--- src/rtl/uart_rx_fifo.sv ---
// uart_rx_fifo: receive-side FIFO between a UART engine and the UART register block.
//
// The engine's single-byte holding register is drained into a 16 x 9-bit FIFO
// ({error, data}) as soon as a byte is available. The block-side interface
// mirrors the engine's own rx_data / rx_avail / rx_error / rx_ack handshake.
// The output is first-word-fall-through.
//
// Optional build macro: UART_RX_FIFO_WATERMARK_EN adds the rts_n flow-control
// output, with HIGH_WM / LOW_WM hysteresis.
//
// Ports:
//   clk            system clock
//   reset          asynchronous active-low reset
//   uart_rx_data   byte from the engine
//   uart_rx_avail  engine holding register full (a level, held until acked)
//   uart_rx_error  framing error flag for uart_rx_data
//   uart_rx_ack    registered one-cycle pulse that pops the engine register
//   rx_data        head-of-FIFO byte (combinational)
//   rx_error       error flag stored with the head byte (combinational)
//   rx_avail       FIFO not empty
//   rx_ack         one-cycle pop request from the register block
//   flush          synchronous clear of contents and overflow
//   level          current entry count, 0..16
//   overflow       sticky: at least one byte was dropped
//   rts_n          flow control, low = ready (watermark build only)
module uart_rx_fifo #(
  parameter int DEPTH_LOG2 = 4
`ifdef UART_RX_FIFO_WATERMARK_EN
  ,
  parameter int HIGH_WM = 12,
  parameter int LOW_WM  = 4
`endif
) (
  input  logic                  clk,
  input  logic                  reset,
  input  logic [7:0]            uart_rx_data,
  input  logic                  uart_rx_avail,
  input  logic                  uart_rx_error,
  output logic                  uart_rx_ack,
  output logic [7:0]            rx_data,
  output logic                  rx_error,
  output logic                  rx_avail,
  input  logic                  rx_ack,
  input  logic                  flush,
  output logic [DEPTH_LOG2:0]   level,
  output logic                  overflow
`ifdef UART_RX_FIFO_WATERMARK_EN
  ,
  output logic                  rts_n
`endif
);

  localparam int DEPTH = 1 << DEPTH_LOG2;
  localparam logic [DEPTH_LOG2:0]   FULL_L    = {1'b1, {DEPTH_LOG2{1'b0}}};
  localparam logic [DEPTH_LOG2:0]   LVL_ZERO_L = {(DEPTH_LOG2+1){1'b0}};
  localparam logic [DEPTH_LOG2:0]   LVL_ONE_L  = {{DEPTH_LOG2{1'b0}}, 1'b1};
  localparam logic [DEPTH_LOG2-1:0] PTR_ZERO_L = {DEPTH_LOG2{1'b0}};
  localparam logic [DEPTH_LOG2-1:0] PTR_ONE_L  = {{(DEPTH_LOG2-1){1'b0}}, 1'b1};

  typedef enum logic [0:0] {
    ST_IDLE = 1'b0,
    ST_WAIT = 1'b1
  } cap_state_t;

  cap_state_t state_r, state_next_s;

  logic [8:0]            mem_r [DEPTH];
  logic [DEPTH_LOG2-1:0] wr_ptr_r, rd_ptr_r, wr_ptr_next_s, rd_ptr_next_s;
  logic [DEPTH_LOG2:0]   level_r, level_next_s;
  logic                  overflow_r, overflow_next_s;
  logic                  uart_rx_ack_r;
  logic                  capture_s, pop_s, push_ok_s, write_s;

  // Capture FSM: take one byte per assertion of uart_rx_avail, then wait for
  // the engine to drop the level so a stale level is never captured twice.
  always_comb begin
    state_next_s = state_r;
    capture_s    = 1'b0;
    case (state_r)
      ST_IDLE: begin
        if (uart_rx_avail) begin
          capture_s    = 1'b1;
          state_next_s = ST_WAIT;
        end else begin
          state_next_s = ST_IDLE;
        end
      end
      ST_WAIT: begin
        if (!uart_rx_avail) begin
          state_next_s = ST_IDLE;
        end else begin
          state_next_s = ST_WAIT;
        end
      end
      default: state_next_s = ST_IDLE;
    endcase
  end

  // Pointer / level / overflow next-state; flush overrides push and pop.
  // A full FIFO still accepts a byte when a pop frees a slot on the same edge.
  always_comb begin
    pop_s           = rx_ack && (level_r != LVL_ZERO_L);
    push_ok_s       = capture_s && ((level_r != FULL_L) || pop_s);
    write_s         = push_ok_s && !flush;
    wr_ptr_next_s   = wr_ptr_r;
    rd_ptr_next_s   = rd_ptr_r;
    level_next_s    = level_r;
    overflow_next_s = overflow_r;
    if (flush) begin
      wr_ptr_next_s   = PTR_ZERO_L;
      rd_ptr_next_s   = PTR_ZERO_L;
      level_next_s    = LVL_ZERO_L;
      overflow_next_s = 1'b0;
    end else begin
      if (push_ok_s) begin
        wr_ptr_next_s = wr_ptr_r + PTR_ONE_L;
      end else begin
        wr_ptr_next_s = wr_ptr_r;
      end
      if (pop_s) begin
        rd_ptr_next_s = rd_ptr_r + PTR_ONE_L;
      end else begin
        rd_ptr_next_s = rd_ptr_r;
      end
      if (push_ok_s && !pop_s) begin
        level_next_s = level_r + LVL_ONE_L;
      end else if (pop_s && !push_ok_s) begin
        level_next_s = level_r - LVL_ONE_L;
      end else begin
        level_next_s = level_r;
      end
      if (capture_s && !push_ok_s) begin
        overflow_next_s = 1'b1;
      end else begin
        overflow_next_s = overflow_r;
      end
    end
  end

  // Control state registers; the ack pulse is registered from the capture.
  always_ff @(posedge clk or negedge reset) begin
    if (!reset) begin
      state_r       <= ST_IDLE;
      wr_ptr_r      <= PTR_ZERO_L;
      rd_ptr_r      <= PTR_ZERO_L;
      level_r       <= LVL_ZERO_L;
      overflow_r    <= 1'b0;
      uart_rx_ack_r <= 1'b0;
    end else begin
      state_r       <= state_next_s;
      wr_ptr_r      <= wr_ptr_next_s;
      rd_ptr_r      <= rd_ptr_next_s;
      level_r       <= level_next_s;
      overflow_r    <= overflow_next_s;
      uart_rx_ack_r <= capture_s;
    end
  end

  // Storage array; contents are intentionally not reset.
  always_ff @(posedge clk) begin
    if (write_s) begin
      mem_r[wr_ptr_r] <= {uart_rx_error, uart_rx_data};
    end
  end

  assign rx_data     = mem_r[rd_ptr_r][7:0];
  assign rx_error    = mem_r[rd_ptr_r][8];
  assign rx_avail    = (level_r != LVL_ZERO_L);
  assign uart_rx_ack = uart_rx_ack_r;
  assign level       = level_r;
  assign overflow    = overflow_r;

`ifdef UART_RX_FIFO_WATERMARK_EN
  localparam logic [DEPTH_LOG2:0] HIGH_WM_L = HIGH_WM[DEPTH_LOG2:0];
  localparam logic [DEPTH_LOG2:0] LOW_WM_L  = LOW_WM[DEPTH_LOG2:0];

  logic rts_n_r;

  // rts_n hysteresis evaluated on the level being written this edge.
  always_ff @(posedge clk or negedge reset) begin
    if (!reset) begin
      rts_n_r <= 1'b0;
    end else if (flush) begin
      rts_n_r <= 1'b0;
    end else if (level_next_s >= HIGH_WM_L) begin
      rts_n_r <= 1'b1;
    end else if (level_next_s <= LOW_WM_L) begin
      rts_n_r <= 1'b0;
    end else begin
      rts_n_r <= rts_n_r;
    end
  end

  assign rts_n = rts_n_r;
`endif

endmodule
--- config.mk ---
export PLATFORM = sky130hd
export DESIGN_NAME = uart_rx_fifo
export DESIGN_NICKNAME = d
export VERILOG_FILES = /design/src/rtl/uart_rx_fifo.sv
export SDC_FILE = /design/constraint.sdc
export NUM_CORES = 1
export LEC_CHECK = 0
export ABC_AREA = 1
export CELL_PAD_IN_SITES_DETAIL_PLACEMENT = 0
export CELL_PAD_IN_SITES_GLOBAL_PLACEMENT = 1
export CORE_MARGIN = 8
export CORE_UTILIZATION = 51
export CTS_BUF_LIST = sky130_fd_sc_hd__clkbuf_4 sky130_fd_sc_hd__clkbuf_8
export CTS_CLUSTER_SIZE = 24
export DETAILED_ROUTE_END_ITERATION = 10
export PLACE_DENSITY = 0.84
export SLEW_MARGIN = 10
export SYNTH_ARGS = -nofsm -noshare
export SYNTH_HDL_FRONTEND = slang
export SYNTH_SLANG_ARGS = --single-unit
--- constraint.sdc ---
create_clock -name clk -period 2.4 [get_ports clk]
set_input_delay 0.48 -clock clk [delete_from_list [all_inputs] [get_ports clk]]
set_output_delay 0.48 -clock clk [all_outputs]
set_load 0.01 [all_outputs]
==> metrics.txt, run 1 <==
# TYPE chip_impl_metric gauge
chip_impl_metric{name="floorplan.die_area",unit="sq um"} 17200
chip_impl_metric{name="vias_per_cell",unit=""} 5.52
chip_impl_metric{name="gr-usage-all-layers",unit="%"} 18.0
chip_impl_info{name="run_status",value="complete, but fails checks"} 1
chip_impl_info{name="tritoncts_clock_tree",value="built"} 1
chip_impl_metric{name="grt_max_degree",unit=""} 31
chip_impl_metric{name="report.final.setup_viol",unit=""} 9
chip_impl_info{name="grt_setup_unrepaired",value="yes"} 1
chip_impl_info{name="cp-start-kind",value="flop"} 1
chip_impl_metric{name="fmax",unit="MHz"} 396
chip_impl_metric{name="floorplan.initialDensity",unit="%"} 51.7
chip_impl_metric{name="wirelength_met1",unit="um"} 6750
chip_impl_info{name="topRoutingLayerUsed",value="met4"} 1
chip_impl_metric{name="clkLatencyLatePin",unit="ns"} 0.45
chip_impl_metric{name="drtAntennaViolNets",unit=""} 0
chip_impl_metric{name="gp_congestion",unit=""} 0.852
chip_impl_metric{name="ff_latch_area",unit="sq um"} 4730
chip_impl_metric{name="clk_transition_reported_paths",unit="ns"} 0.09
chip_impl_metric{name="design.portCount",unit=""} 31
chip_impl_metric{name="met2WireLength",unit="um"} 7670
chip_impl_metric{name="synth_seq_area_share",unit="%"} 69.9
chip_impl_metric{name="io_buffer_count",unit=""} 30
chip_impl_metric{name="post_synth_edffs",unit=""} 144
chip_impl_metric{name="layout.filler_cells",unit=""} 977
chip_impl_metric{name="ys_ff_latch",unit=""} 160
chip_impl_metric{name="slew_margin_rel",unit="%"} 47.4
chip_impl_metric{name="worst_supply_voltage_drop_on_vdd",unit="V"} 0.000750
chip_impl_metric{name="grt_first_pass_wirelength",unit="um"} 24200
chip_impl_metric{name="post-route-period-util",unit="%"} 105
chip_impl_info{name="layout_commonest_cell",value="sky130_fd_sc_hd__edfxtp_1"} 1
chip_impl_metric{name="critPathArrivalTime",unit="ns"} 2.05
chip_impl_metric{name="required_time_at_the_endpoint_of_the_critical_path",unit="ns"} 1.92
chip_impl_metric{name="coreArea",unit="sq um"} 13100
chip_impl_metric{name="worst-slew-pin-transition",unit="ns"} 0.787
chip_impl_metric{name="drive_gt1_share",unit="%"} 25.2
chip_impl_info{name="yosys-top-cells-area",value="sky130_fd_sc_hd__edfxtp_1, sky130_fd_sc_hd__nor2_1, sky130_fd_sc_hd__dfrtp_1"} 1
chip_impl_info{name="violated_checks",value="setup timing"} 1
chip_impl_metric{name="timing.final.max_slew_violations",unit=""} 0
chip_impl_metric{name="ctsHtreeMaxLevel",unit=""} 4
chip_impl_metric{name="final_nets",unit=""} 662
chip_impl_metric{name="antenna_violations_before_repair",unit=""} 0
chip_impl_metric{name="finalHoldViolations",unit=""} 0
chip_impl_metric{name="cts-root-to-sink-buffers",unit=""} 2
chip_impl_info{name="critical_path_end_type",value="output port"} 1
chip_impl_metric{name="drt-wirelength-per-cell",unit="um"} 18.7
chip_impl_metric{name="areaGrowthSynthToFinish",unit="%"} 24.6
chip_impl_metric{name="timing.hold.ws",unit="ns"} 0.481
chip_impl_metric{name="multiInputGateArea",unit="sq um"} 1930
chip_impl_metric{name="worst-r2r-cell-count",unit=""} 10
chip_impl_metric{name="power_leakage",unit="nW"} 2.96
chip_impl_metric{name="ys_warn_count",unit=""} 0
chip_impl_metric{name="synth.net_count",unit=""} 574
chip_impl_metric{name="async_reset_ff_share",unit="%"} 10.0
chip_impl_metric{name="post-synth-top-area-fraction",unit="%"} 63.9
chip_impl_metric{name="syn_inst",unit=""} 550
chip_impl_metric{name="postSynthAreaPerCell",unit="sq um"} 12.3
chip_impl_metric{name="pre_cts_worst_setup_slack",unit="ns"} 0.0371
chip_impl_info{name="clock_root_buffer_master",value="sky130_fd_sc_hd__clkbuf_8"} 1
chip_impl_info{name="synth_top_area_cell",value="sky130_fd_sc_hd__edfxtp_1"} 1
chip_impl_metric{name="drc",unit=""} 0
chip_impl_metric{name="path_max_fanout",unit=""} 4
chip_impl_metric{name="grt_pass1_vias",unit=""} 4469
chip_impl_metric{name="netlist-cell-type-count",unit=""} 33
chip_impl_metric{name="timing.clock.skew",unit="ns"} 0.0129
chip_impl_metric{name="met3RoutedLength",unit="um"} 757
chip_impl_metric{name="cap_violations",unit=""} 0
chip_impl_metric{name="power_density",unit="nW/um^2"} 935
chip_impl_metric{name="antenna_cells",unit=""} 0
chip_impl_info{name="hold_path.class",value="input pin to asynchronous set/reset pin"} 1
chip_impl_metric{name="finalWirelength",unit="um"} 15500
chip_impl_metric{name="firstDrtPassIters",unit=""} 5
chip_impl_metric{name="timing.final.ws_setup",unit="ns"} -0.128
chip_impl_metric{name="die_h",unit="um"} 131
chip_impl_metric{name="dr.first_iter.drc_count",unit=""} 424
chip_impl_metric{name="finalInstanceArea",unit="sq um"} 8430
chip_impl_info{name="synth_ff_type",value="sky130_fd_sc_hd__edfxtp_1"} 1
chip_impl_metric{name="place_hpwl",unit="um"} 9570
chip_impl_metric{name="cts_made_buffers",unit=""} 17
chip_impl_metric{name="route.vias.total",unit=""} 4564
chip_impl_metric{name="synth_area",unit="sq um"} 6760
chip_impl_metric{name="finalWorstPathRequiredPeriod",unit="ns"} 2.53
chip_impl_info{name="path_class",value="flop to output port"} 1
chip_impl_metric{name="dieWidth",unit="um"} 131
chip_impl_metric{name="core.rowCount",unit=""} 42
chip_impl_metric{name="grt_overflow_total",unit=""} 0
chip_impl_metric{name="numClockSinks",unit=""} 160
chip_impl_metric{name="postPlaceCellArea",unit="sq um"} 7560
chip_impl_info{name="layout.cells.most_common_list",value="sky130_fd_sc_hd__edfxtp_1, sky130_fd_sc_hd__nor2_1, sky130_fd_sc_hd__buf_4"} 1
## cell families after synthesis
family          after synthesis  share of synthesized area [%]
compound gates              133                           11.9
xor+xnor                      2                          0.259
fa+ha+maj                    10                           1.96
buf+inv                      45                           3.46
flops                       160                           69.9
simple gates                200                           12.5
## routing by layer
layer	track usage (%)	vias to the layer above
met2	29.0	133
met5	0	-
met3	4.00	28
li1	-	2152
met4	7.62	0
met1	23.1	2251
## repair_timing
| action | CTS | global route |
|---|---|---|
| setup endpoints to repair | 9 | 9 |
| gates resized for setup | 89 | 22 |
| hold endpoints to repair | 0 | 0 |
| setup buffers | 12 | 1 |
| pin swaps | 22 | 22 |
| cloned | 4 | 3 |
| hold buffers | 0 | 0 |
## power by group
part	leakage (nW)	internal [W]	switching (W)
sequential	1.51	0.00310	0.0000808
clock	0.222	0.00125	0.000980
combinational	1.23	0.00116	0.00132
## state kept, by name, summed over array words and instances (netlist names)
| register | flops |
|---|---|
| mem_r | 144 |
| level | 5 |
| rd_ptr_r | 4 |
| wr_ptr_r | 4 |
| overflow | 1 |
| state_r | 1 |
| uart_rx_ack | 1 |
## final timing paths
path                                              start                 endpoint  slack (ns)
worst max-delay path            rd_ptr_r[0]$_DFFE_PN0P_               rx_data[6]       -0.13
worst min-delay path                              reset    uart_rx_ack$_DFF_PN0_        0.48
worst max register to register     level[1]$_DFFE_PN0P_     level[4]$_DFFE_PN0P_        0.30
worst min register to register     overflow$_DFFE_PN0P_     overflow$_DFFE_PN0P_        0.53
max in group asynchronous                         reset  rd_ptr_r[0]$_DFFE_PN0P_        1.37
min in group clk                          uart_rx_avail        state_r$_DFF_PN0_        0.50
## synth_stat cells, types with 2 or more instances
| cell | count |
|---|---|
| sky130_fd_sc_hd__a21oi_1 | 3 |
| sky130_fd_sc_hd__buf_2 | 7 |
| sky130_fd_sc_hd__buf_4 | 4 |
| sky130_fd_sc_hd__buf_6 | 4 |
| sky130_fd_sc_hd__clkbuf_1 | 8 |
| sky130_fd_sc_hd__clkbuf_2 | 5 |
| sky130_fd_sc_hd__clkinv_1 | 2 |
| sky130_fd_sc_hd__dfrtp_1 | 16 |
| sky130_fd_sc_hd__edfxtp_1 | 144 |
| sky130_fd_sc_hd__ha_1 | 9 |
| sky130_fd_sc_hd__inv_1 | 10 |
| sky130_fd_sc_hd__inv_2 | 4 |
| sky130_fd_sc_hd__nand2_1 | 38 |
| sky130_fd_sc_hd__nand2_4 | 2 |
| sky130_fd_sc_hd__nand3_1 | 16 |
| sky130_fd_sc_hd__nand3_2 | 2 |
| sky130_fd_sc_hd__nor2_1 | 129 |
| sky130_fd_sc_hd__nor2_2 | 6 |
| sky130_fd_sc_hd__nor2_4 | 2 |
| sky130_fd_sc_hd__nor3_1 | 3 |
| sky130_fd_sc_hd__o211ai_1 | 30 |
| sky130_fd_sc_hd__o211ai_2 | 6 |
| sky130_fd_sc_hd__o21a_1 | 2 |
| sky130_fd_sc_hd__o21ai_0 | 56 |
| sky130_fd_sc_hd__o21ai_1 | 33 |
| sky130_fd_sc_hd__xor2_1 | 2 |
## worst max-delay path: stages (launching register included)
cell and delay [ns]:
sky130_fd_sc_hd__dfrtp_2 0.38, sky130_fd_sc_hd__buf_6 0.12, sky130_fd_sc_hd__inv_6 0.03, sky130_fd_sc_hd__buf_6 0.11, sky130_fd_sc_hd__buf_6 0.11, sky130_fd_sc_hd__buf_6 0.10, sky130_fd_sc_hd__nor2_2 0.06, sky130_fd_sc_hd__nor2_1 0.04
sky130_fd_sc_hd__o21ai_1 0.06, sky130_fd_sc_hd__o21ai_1 0.08, sky130_fd_sc_hd__o211ai_1 0.23, sky130_fd_sc_hd__nand2_1 0.11, sky130_fd_sc_hd__buf_2 0.16
## through the flow
| step | cells | TNS, ns | utilization (%) | power (W) |
|---|---|---|---|---|
| 3_5_place_dp | 776 | 0 | 57.7 | 0.00521 |
| 4_1_cts | 823 | -0.719 | 63.3 | 0.00776 |
| 5_1_grt | 827 | -1.66 | 64.4 | 0.00823 |
| 2_1_floorplan | 550 | 0 | - | 0.00446 |
| 6_report | 827 | -0.585 | 64.4 | 0.00788 |
| 3_3_place_gp | 776 | 0 | 57.7 | 0.00516 |
## cell type report
| cell class | instances | area share [%] |
|---|---|---|
| clock buffers | 18 | 2.87 |
| clock inverters | 14 | 2.52 |
| inverters | 17 | 0.817 |
| multi-input cells | 345 | 22.9 |
| flip-flops and latches | 160 | 56.1 |
| well taps | 176 | 2.61 |
| repair buffers | 97 | 12.2 |
Power figures use the tool's default switching activity.
==> inputs of run 2 (changes only) <==
--- a/config.mk
+++ b/config.mk
@@ -14,7 +14,7 @@
 export CTS_CLUSTER_SIZE = 24
 export DETAILED_ROUTE_END_ITERATION = 10
 export PLACE_DENSITY = 0.84
-export SLEW_MARGIN = 10
+export SLEW_MARGIN = 20
 export SYNTH_ARGS = -nofsm -noshare
 export SYNTH_HDL_FRONTEND = slang
 export SYNTH_SLANG_ARGS = --single-unit
==> results of run 2 <==
Final layout, timing and power as in run 1 (identical DEF).
==> inputs of run 3 (changes only) <==
--- a/config.mk
+++ b/config.mk
@@ -9,11 +9,11 @@
 export CELL_PAD_IN_SITES_DETAIL_PLACEMENT = 0
 export CELL_PAD_IN_SITES_GLOBAL_PLACEMENT = 1
 export CORE_MARGIN = 8
-export CORE_UTILIZATION = 51
+export CORE_UTILIZATION = 45
 export CTS_BUF_LIST = sky130_fd_sc_hd__clkbuf_4 sky130_fd_sc_hd__clkbuf_8
 export CTS_CLUSTER_SIZE = 24
 export DETAILED_ROUTE_END_ITERATION = 10
-export PLACE_DENSITY = 0.84
+export PLACE_DENSITY = 0.76
 export SLEW_MARGIN = 20
 export SYNTH_ARGS = -nofsm -noshare
 export SYNTH_HDL_FRONTEND = slang
==> metrics.txt, run 3 (synthesized netlist as in run 1, its figures left out) <==
# TYPE chip_impl_metric gauge
chip_impl_info{name="run_status",value="complete, but fails checks"} 1
chip_impl_info{name="violated_checks",value="setup timing"} 1
chip_impl_metric{name="finalInstanceArea",unit="sq um"} 8250
chip_impl_metric{name="grt_first_pass_wirelength",unit="um"} 25100
chip_impl_metric{name="crit_cells",unit=""} 11
chip_impl_info{name="clock_root_buffer_master",value="sky130_fd_sc_hd__clkbuf_8"} 1
chip_impl_metric{name="timing.clock.skew",unit="ns"} 0.0100
chip_impl_info{name="tritoncts_clock_tree",value="built"} 1
chip_impl_metric{name="path_max_fanout",unit=""} 7
chip_impl_metric{name="timing.reg2reg.setup_slack",unit="ns"} 0.29
chip_impl_metric{name="io_buffer_count",unit=""} 30
chip_impl_metric{name="slew_margin_rel",unit="%"} 55.9
chip_impl_metric{name="timing.final.ws_setup",unit="ns"} -0.0711
chip_impl_metric{name="worst-r2r-cell-count",unit=""} 10
chip_impl_metric{name="worst-slew-pin-transition",unit="ns"} 0.659
chip_impl_metric{name="gp_congestion",unit=""} 0.800
chip_impl_info{name="path_class",value="flop to output port"} 1
chip_impl_metric{name="ctsHoldBuffers",unit=""} 0
chip_impl_metric{name="largest_register_ff_count",unit=""} 144
chip_impl_metric{name="place_hpwl",unit="um"} 9630
chip_impl_metric{name="clkLatencyLatePin",unit="ns"} 0.45
chip_impl_metric{name="power_density",unit="nW/um^2"} 914
chip_impl_metric{name="drt-wirelength-per-cell",unit="um"} 19.4
chip_impl_metric{name="firstDrtPassIters",unit=""} 5
chip_impl_info{name="hold_path.class",value="input pin to asynchronous set/reset pin"} 1
chip_impl_metric{name="cpPeakStageDelay",unit="ns"} 0.42
chip_impl_info{name="critical_path.top_delay_family",value="buffers and inverters"} 1
chip_impl_metric{name="postLayoutCoreUtil",unit="%"} 55.3
chip_impl_metric{name="critPathArrivalTime",unit="ns"} 1.99
chip_impl_metric{name="antenna_violations_before_repair",unit=""} 0
chip_impl_info{name="worstPathCellList",value="buf_12 > clkinv_8 > buf_16 > buf_6 > nor2_4 > nor2_1 > o21ai_1 > o211ai_1 > o211ai_1 > nand2_1 > buf_2"} 1
chip_impl_metric{name="drive_gt1_share",unit="%"} 22.6
chip_impl_metric{name="cts_made_buffers",unit=""} 17
chip_impl_metric{name="layout.filler_cells",unit=""} 1215
chip_impl_metric{name="finalWirelength",unit="um"} 16000
chip_impl_metric{name="postPlaceCellArea",unit="sq um"} 7460
chip_impl_metric{name="grt_max_degree",unit=""} 37
chip_impl_info{name="largest_register",value="mem_r"} 1
chip_impl_info{name="cp-start-kind",value="flop"} 1
chip_impl_metric{name="ctsHtreeMaxLevel",unit=""} 4
chip_impl_info{name="crit_top_cell",value="sky130_fd_sc_hd__o211ai_1"} 1
chip_impl_metric{name="grt_pass1_vias",unit=""} 4560
chip_impl_metric{name="areaGrowthSynthToFinish",unit="%"} 21.9
chip_impl_metric{name="post-route-period-util",unit="%"} 103
chip_impl_metric{name="drc",unit=""} 0
chip_impl_metric{name="fmax",unit="MHz"} 405
chip_impl_metric{name="worst_supply_voltage_drop_on_vdd",unit="V"} 0.000688
chip_impl_metric{name="final_nets",unit=""} 649
chip_impl_metric{name="drtAntennaViolNets",unit=""} 0
chip_impl_metric{name="grt_overflow_total",unit=""} 0
chip_impl_info{name="layout_commonest_cell",value="sky130_fd_sc_hd__edfxtp_1"} 1
chip_impl_metric{name="gr-usage-all-layers",unit="%"} 16.9
chip_impl_info{name="terminus_of_the_critical_flop_to_flop_path",value="level[4]$_DFFE_PN0P_"} 1
chip_impl_metric{name="numClockSinks",unit=""} 160
chip_impl_info{name="reg2reg_from",value="level[1]$_DFFE_PN0P_"} 1
chip_impl_info{name="critical_path_end_type",value="output port"} 1
chip_impl_metric{name="floorplan.initialDensity",unit="%"} 45.3
chip_impl_metric{name="die_h",unit="um"} 139
chip_impl_metric{name="core.rowCount",unit=""} 45
chip_impl_metric{name="finalWorstPathRequiredPeriod",unit="ns"} 2.47
chip_impl_metric{name="cts-root-to-sink-buffers",unit=""} 2
chip_impl_metric{name="floorplan.die_area",unit="sq um"} 19200
chip_impl_metric{name="design.portCount",unit=""} 31
chip_impl_metric{name="vias_per_cell",unit=""} 5.43
chip_impl_metric{name="power_leakage",unit="nW"} 2.85
chip_impl_metric{name="timing.final.max_slew_violations",unit=""} 0
chip_impl_metric{name="dp_cells",unit=""} 773
chip_impl_info{name="cpMaxStageDelayCell",value="sky130_fd_sc_hd__dfrtp_2"} 1
chip_impl_metric{name="dr.first_iter.drc_count",unit=""} 332
chip_impl_metric{name="finalHoldViolations",unit=""} 0
chip_impl_metric{name="coreArea",unit="sq um"} 14900
chip_impl_metric{name="clk_transition_reported_paths",unit="ns"} 0.08
chip_impl_metric{name="required_time_at_the_endpoint_of_the_critical_path",unit="ns"} 1.92
chip_impl_metric{name="antenna_cells",unit=""} 0
chip_impl_info{name="grt_setup_unrepaired",value="yes"} 1
chip_impl_metric{name="timing.critical_path.buf_inv",unit=""} 5
chip_impl_metric{name="report.final.setup_viol",unit=""} 8
chip_impl_metric{name="cap_violations",unit=""} 0
chip_impl_metric{name="dieWidth",unit="um"} 139
chip_impl_metric{name="fin_total_pwr",unit="W"} 0.00754
chip_impl_info{name="layout.cells.most_common_list",value="sky130_fd_sc_hd__edfxtp_1, sky130_fd_sc_hd__nor2_1, sky130_fd_sc_hd__o21ai_0"} 1
chip_impl_metric{name="route.vias.total",unit=""} 4473
chip_impl_metric{name="final_instance_count_without_filler_cells",unit=""} 824
-- run 3: cell count changes in the layout (fill, tap and decap cells not counted), sizes merged --
cell / delta
buf: -12
clkinv: -3
clkinvlp: +3
clkbuf: +1
bufinv: -3
inv: -1
-- run 3: area by class of cell --
cell class                      count  area [sq um]  area share (%)
Clock inverter                      9           111            1.35
Sequential cell                   160          4730            57.3
Multi-Input combinational cell    345          1910            23.1
Timing Repair Buffer               83           903            11.0
Tap cell                          188           235            2.85
Clock buffer                       21           264            3.20
Timing Repair inverter              1          16.3           0.197
Inverter                           17          81.3           0.986
-- run 3: worst register-to-register path: stages, from the launching register on --
cell	delay, ns
sky130_fd_sc_hd__dfrtp_1	0.47
sky130_fd_sc_hd__nor2_2	0.19
sky130_fd_sc_hd__nand3_2	0.11
sky130_fd_sc_hd__nand2_2	0.14
sky130_fd_sc_hd__nand3_4	0.13
sky130_fd_sc_hd__ha_1	0.35
sky130_fd_sc_hd__a21o_1	0.19
sky130_fd_sc_hd__a31oi_1	0.20
sky130_fd_sc_hd__nand3_1	0.10
sky130_fd_sc_hd__nand3_1	0.09
sky130_fd_sc_hd__nand2_1	0.06
-- run 3: report_power, final --
group	leakage, nW	switching (W)	internal, W
clock network	0.178	0.000959	0.000958
logic	1.16	0.00131	0.00112
registers	1.51	0.0000973	0.00310
total	2.85	0.00237	0.00517
-- run 3: metrics by stage --
stage	worst slack, ns	setup TNS, ns	hold slack (ns)
after floorplan	0.391	0	0.184
after global placement	0.0298	0	0.501
after detailed placement	-0.00975	-0.00975	0.515
after CTS	-0.107	-0.521	0.310
after global routing	-0.200	-1.36	0.320
final	-0.0711	-0.357	0.322
-- run 3: timing repair --
action                     4_1_cts  5_1_grt
cloned                           6        1
buffers inserted                11        3
setup endpoints to repair        9        9
resized for setup               77       14
pin swaps                       17       12
-- run 3: worst max path at each step --
stage,from,end,slack [ns]
finish,rd_ptr_r[0]$_DFFE_PN0P_,rx_data[4],-0.07
global route,rd_ptr_r[0]$_DFFE_PN0P_,rx_data[6],-0.20
CTS,rd_ptr_r[0]$_DFFE_PN0P_,rx_data[7],-0.11
detailed placement,rd_ptr_r[0]$_DFFE_PN0P_,rx_data[3],-0.01
global placement,uart_rx_avail,level[4]$_DFFE_PN0P_,0.03
floorplan,level[1]$_DFFE_PN0P_,level[4]$_DFFE_PN0P_,0.39
-- run 3: routing by layer --
metal	global-route usage (%)	part of all wire, %
met3	4.76	6.1
met5	0	0
met2	28.0	50
met1	20.9	42
met4	5.89	1.4
